**config.mk**
```make
export PLATFORM = sky130hd
export DESIGN_NAME = decoder_nx_seq
export DESIGN_NICKNAME = d
export VERILOG_FILES = /design/src/rtl/decoder_nx_seq.sv
export SDC_FILE = /design/constraint.sdc
export NUM_CORES = 1
export LEC_CHECK = 0
export ABC_AREA = 1
export ABC_CLOCK_PERIOD_IN_PS = 1900
export CAP_MARGIN = 0
export CORE_MARGIN = 3
export CORE_UTILIZATION = 51
export DETAILED_ROUTE_END_ITERATION = 10
export GPL_ROUTABILITY_DRIVEN = 0
export PLACE_DENSITY = 0.89
export SYNTH_ARGS = -nofsm -noshare
export SYNTH_HDL_FRONTEND = slang
export SYNTH_SLANG_ARGS = --single-unit
```
**constraint.sdc**
```tcl
create_clock -name clk -period 1.9 [get_ports clk]
set_clock_uncertainty 0.1 [all_clocks]
set_input_delay 0.19 -clock clk [delete_from_list [all_inputs] [get_ports clk]]
set_output_delay 0.19 -clock clk [all_outputs]
set_load 0.05 [all_outputs]
```
**src/rtl/decoder_nx_seq.sv**
```systemverilog
// decoder_nx_seq: registered N-to-2^N one-hot decoder with valid/ready load and timed sweep.
// Define DECODER_ACTIVE_LOW_EN for 74x138-style inverted y outputs.
module decoder_nx_seq #(
    parameter int N       = 3,
    parameter int DWELL_W = 4
) (
    input  logic               clk,
    input  logic               rst,
    input  logic               en,
    input  logic [N-1:0]       sel,
    input  logic               in_valid,
    output logic               in_ready,
    input  logic               sweep_start,
    input  logic [DWELL_W-1:0] dwell,
    output logic [(1<<N)-1:0]  y,
    output logic               y_valid,
    output logic               busy,
    output logic               sweep_done
);
    localparam int M = 1 << N;

    typedef enum logic {IDLE, SWEEP} state_t;

    state_t             state;
    logic [M-1:0]       hot;
    logic [N-1:0]       idx;
    logic [DWELL_W-1:0] cnt;
    logic [DWELL_W-1:0] dwell_q;

    assign in_ready = (state == IDLE) && en && !sweep_start;

`ifdef DECODER_ACTIVE_LOW_EN
    assign y = ~hot;
`else
    assign y = hot;
`endif

    always_ff @(posedge clk or posedge rst) begin
        if (rst) begin
            state      <= IDLE;
            hot        <= '0;
            idx        <= '0;
            cnt        <= '0;
            dwell_q    <= '0;
            y_valid    <= 1'b0;
            busy       <= 1'b0;
            sweep_done <= 1'b0;
        end else begin
            y_valid    <= 1'b0;
            sweep_done <= 1'b0;
            if (!en) begin
                state <= IDLE;
                hot   <= '0;
                busy  <= 1'b0;
            end else if (state == IDLE) begin
                if (sweep_start) begin
                    state   <= SWEEP;
                    busy    <= 1'b1;
                    idx     <= '0;
                    hot     <= M'(1);
                    cnt     <= dwell;
                    dwell_q <= dwell;
                    y_valid <= 1'b1;
                end else if (in_valid) begin
                    hot     <= M'(1) << sel;
                    y_valid <= 1'b1;
                end
            end else if (cnt != '0) begin
                cnt <= cnt - 1'b1;
            end else if (idx != '1) begin
                // walking the one-hot left is the same as decoding idx+1
                idx     <= idx + 1'b1;
                hot     <= hot << 1;
                cnt     <= dwell_q;
                y_valid <= 1'b1;
            end else begin
                state      <= IDLE;
                hot        <= '0;
                busy       <= 1'b0;
                sweep_done <= 1'b1;
            end
        end
    end
endmodule

```
==> impl.org <==
** Critical path
- The setup check on the worst reg-to-reg path leaves a slack of 250 ps.
- Grouping stages by cell kind, the critical path spends the most delay in buffers and inverters.
- Endpoint class of the critical path :: output port
- The worst register-to-register path ends at idx[2]$_DFFE_PP0P_.
- Worst Reg-to-Reg Cells :: 8
- Worst R2R Start :: cnt[0]$_DFFE_PP0P_
- On the critical path, the stage with the largest delay is an instance of sky130_fd_sc_hd__clkdlybuf4s50_1.
- At the worst endpoint, the required time is 1610 ps.
- The largest single stage delay on the critical path is 810 ps.
- Type of origin of the critical path :: register
- Counting both buffers and inverters, the worst setup path holds a total of 1.
- In this run the worst path has a maximum fanout of 3.
- The critical path goes through clkdlybuf4s50_1.
- Data arrives at the worst endpoint at 1530 ps.
- By startpoint and endpoint, the worst setup path is classified as reg2out.

** Power and ir drop
- Internal portion of total power :: 0.000755 W
- Summed over all nets, the switching power comes to 0.000420 W.
- Combinational cells account for 30.5% of the total power.
- Across the VDD grid, the largest voltage drop is 548 uV.
- Sequential cells burn 50.0% of the power.
- Lkg Pwr :: 0.881 nW
- The completed layout was analyzed and its total power is 0.00118 W.
- P per Cell Area :: about 720 mW/mm^2
- The clock network is responsible for around a fifth of the overall power.
- Switching share of total power :: between 30 and 40%

** Timing
- Measured against its own limit, the worst slew margin works out to 66.5%.
- Final hold viol count :: 0
- For the pin with the worst max-slew slack, the measured transition is 500 ps.
- Endpoints failing setup :: 0
- Setup total negative slack on the finished layout was measured at 0 ps.
- The number of max-slew violations in the final report is 0.
- Fraction of the cycle the final worst path needs :: around 96%
- Derived from the worst setup path, the maximum achievable clock frequency is 551 MHz.
- Final period demand of the worst path :: 1820 ps
- Setup repair after global routing left no endpoint under its margin.
- In the post-route analysis, the smallest setup slack over all paths is approximately 84 ps.
- Worst hold margin :: 105 ps

** Final layout
- Commonest cells after routing, fill and taps aside :: sky130_fd_sc_hd__nand2_1 (78), sky130_fd_sc_hd__dfrtp_1 (22), sky130_fd_sc_hd__clkdlybuf4s50_1 (22)
- The filler cells instantiated in the layout total between 150 and 200.
- Area occupied by multi-input gates :: roughly 680 sq um
- Cells with a size suffix above 1 make up 10.2% of the layout.
- Diode insertion count for antenna repair :: 0
- Most common library cell in the layout ignoring fill and taps :: sky130_fd_sc_hd__nand2_1
- Share of the core filled with cells in the final layout :: between 60 and 70%
- Area growth syn-to-layout :: 20.7%
- Registers take just under 600 sq um.
- Net count, final :: approximately 220

** CTS
- Clock Pin Slew Worst Setup and Hold Paths :: about 120 ps
- The clock drives 23 sinks.
- The later pin in the worst-skew pair is clocked with a latency of 320 ps.
- Once the clock tree was built, the resizer swapped 0 gates to a different size.
- Post-CTS repair timing setup buffer count :: 0
- Root buffer cell :: sky130_fd_sc_hd__clkbuf_4
- After clock tree synthesis, the flow added hold-fix buffers numbering 0.
- CTS tree :: yes
- Clock buffer count from CTS :: 3
- CTS built an H-tree with a depth of 1.
- Largest buffer count on any clock path :: 2

** Global routing
- Global-route wire length before repair :: 5020 um
- The number of antenna violations at the first check in global routing was 0.
- Pin count of the biggest net entering global routing :: 24
- Vias in the first global route :: 1176
- Across every metal layer, demand over resource in global routing totals between 15 and 20%.
- Overflow left after global routing :: 0

** Synth
- When the netlist entered floorplanning its net count stood at 196.
- The synthesized netlist devotes about 4.4% of its cell area to compound gates.
- Combined area of all synthesized cells :: between 0.001 and 0.0015 sq mm
- During synthesis, Yosys emitted a total of 0 warnings.
- Post-synthesis average cell area :: around 7.5 sq um
- For this run, the register share of the synthesized area comes to 42.8%.
- Summing the areas of all fa, ha and maj instances in the mapped netlist gives 3.72% of the synthesized area.
- The synthesized design contains 23 register bits.
- After Yosys synthesis, XOR and XNOR cells account for 0% of the synthesized area.
- Dominant combinational cell family by area after synthesis :: simple AND/OR/NAND/NOR gates
- In this run, distinct cell masters in the synthesized netlist total 20.
- Post-synthesis mux area share :: 0%
- Synthesis produced 180 cells.
- Simple-gate share of the synthesized area :: 41.9%

** Floorplan
- Die Outline Area :: 0.00329 sq mm
- The floorplan step set the die width to about 57 um.
- In this run the count of I/O pins placed on the die edge is 24.
- From bottom edge to top edge, the die measures 57.4 um.
- Row count :: 17
- The region available for standard cell placement spans 0.00236 sq mm.
- Initial standard-cell utilization of the core :: between 50 and 60%

** Placed design
- Placement Setup Slack :: roughly 130 ps
- Final HPWL from detailed placement :: 2260 um
- Port bufs :: 23

** Route
- Dividing the detail-routed via count by the number of cells gives 5.26.
- Summing over every cut layer, the via total after detailed routing is about 1200.
- Wire length per cell after detailed routing :: ~12 um
- In the routed design, unresolved DRC markers number 0.
- Routed Wire Length :: 2910 um
- The detail route stage leaves a number of antenna-violating nets equal to 0.
- In this run, the number of DRC markers left after iteration 0 of detailed routing was 57.
- Detailed-router iteration count before antenna repair :: 4

** Hold path
- In this run the worst hold path is classified as in2async.

** Flow run
- Number of max-capacitance violations reported :: 0

** Status
- The run finished with clean final reports.
-- registers in the layout, summed over array words and instances, names as in the netlist --
signal and count:
cnt 4, sweep_done 1, y 8, dwell_q 4, state 1, idx 3
y_valid 1, busy 1
-- cells by family (layout without fill, tap and decap cells) --
logic type | count (synthesis) | in the layout
fa+ha+maj | 4 | 4
simple gates | 122 | 122
compound gates | 11 | 11
flops | 23 | 23
buf+inv | 20 | 45
-- area by class of cell --
| class | count | area share, % |
|---|---|---|
| multi-input combinational | 137 | 41.6 |
| tap | 28 | 2.16 |
| timing repair buffer | 24 | 15.2 |
| sequential | 23 | 35.5 |
| inverter | 17 | 3.93 |
| clock buffer | 4 | 1.62 |
-- metrics by stage --
step / std cells / instance area [sq um]
2_1_floorplan: 180 / 1350
3_3_place_gp: 229 / 1600
3_5_place_dp: 229 / 1600
4_1_cts: 233 / 1620
5_1_grt: 233 / 1630
6_report: 233 / 1630
-- power by group through the flow --
stage	clock network, W	registers, W	logic (W)
finish	0.000229	0.000588	0.000358
global route	0.000254	0.000596	0.000395
CTS	0.000234	0.000588	0.000353
detailed placement	0	0.000597	0.000352
global placement	0	0.000595	0.000335
floorplan	0	0.000622	0.000228
-- synth_stat cells --
library cell,count,area (sq um)
sky130_fd_sc_hd__a21oi_1,2,10.0
sky130_fd_sc_hd__buf_6,3,33.8
sky130_fd_sc_hd__dfrtp_1,23,576
sky130_fd_sc_hd__ha_1,4,50.1
sky130_fd_sc_hd__inv_1,15,56.3
sky130_fd_sc_hd__inv_2,2,7.51
sky130_fd_sc_hd__nand2_1,78,293
sky130_fd_sc_hd__nand2_2,1,6.26
sky130_fd_sc_hd__nand2_4,4,45.0
sky130_fd_sc_hd__nand3_1,18,90.1
sky130_fd_sc_hd__nand4_1,1,6.26
sky130_fd_sc_hd__nor2_1,12,45.0
sky130_fd_sc_hd__nor2_2,2,12.5
sky130_fd_sc_hd__nor2_4,3,33.8
sky130_fd_sc_hd__nor2_8,1,20.0
sky130_fd_sc_hd__o21ai_0,7,35.0
sky130_fd_sc_hd__o21ai_1,1,5.00
sky130_fd_sc_hd__o32ai_1,1,8.76
sky130_fd_sc_hd__or2_1,1,6.26
sky130_fd_sc_hd__or2_2,1,6.26
-- worst max-delay path by stage --
stage / to / slack (ps) / cells after the start / from
floorplan: idx[1]$_DFFE_PP0P_ / 530 / 7 / idx[0]$_DFFE_PP0P_
global placement: idx[2]$_DFFE_PP0P_ / 230 / 7 / en
detailed placement: idx[2]$_DFFE_PP0P_ / 130 / 7 / en
CTS: in_ready / 60 / 4 / state$_DFF_PP0_
global route: y[6] / 30 / 1 / y[6]$_DFFE_PP0P_
finish: y[6] / 80 / 1 / y[6]$_DFFE_PP0P_
-- metal layers --
layer / routed length, um / GRT usage, % / vias to the layer above
met5: 0 / 0 / -
met4: 61 / 9.60 / 0
met1: 1240 / 22.9 / 571
li1: - / - / 611
met2: 1470 / 31.9 / 34
met3: 143 / 5.20 / 9
No activity file was read; power rests on OpenSTA's default activity.
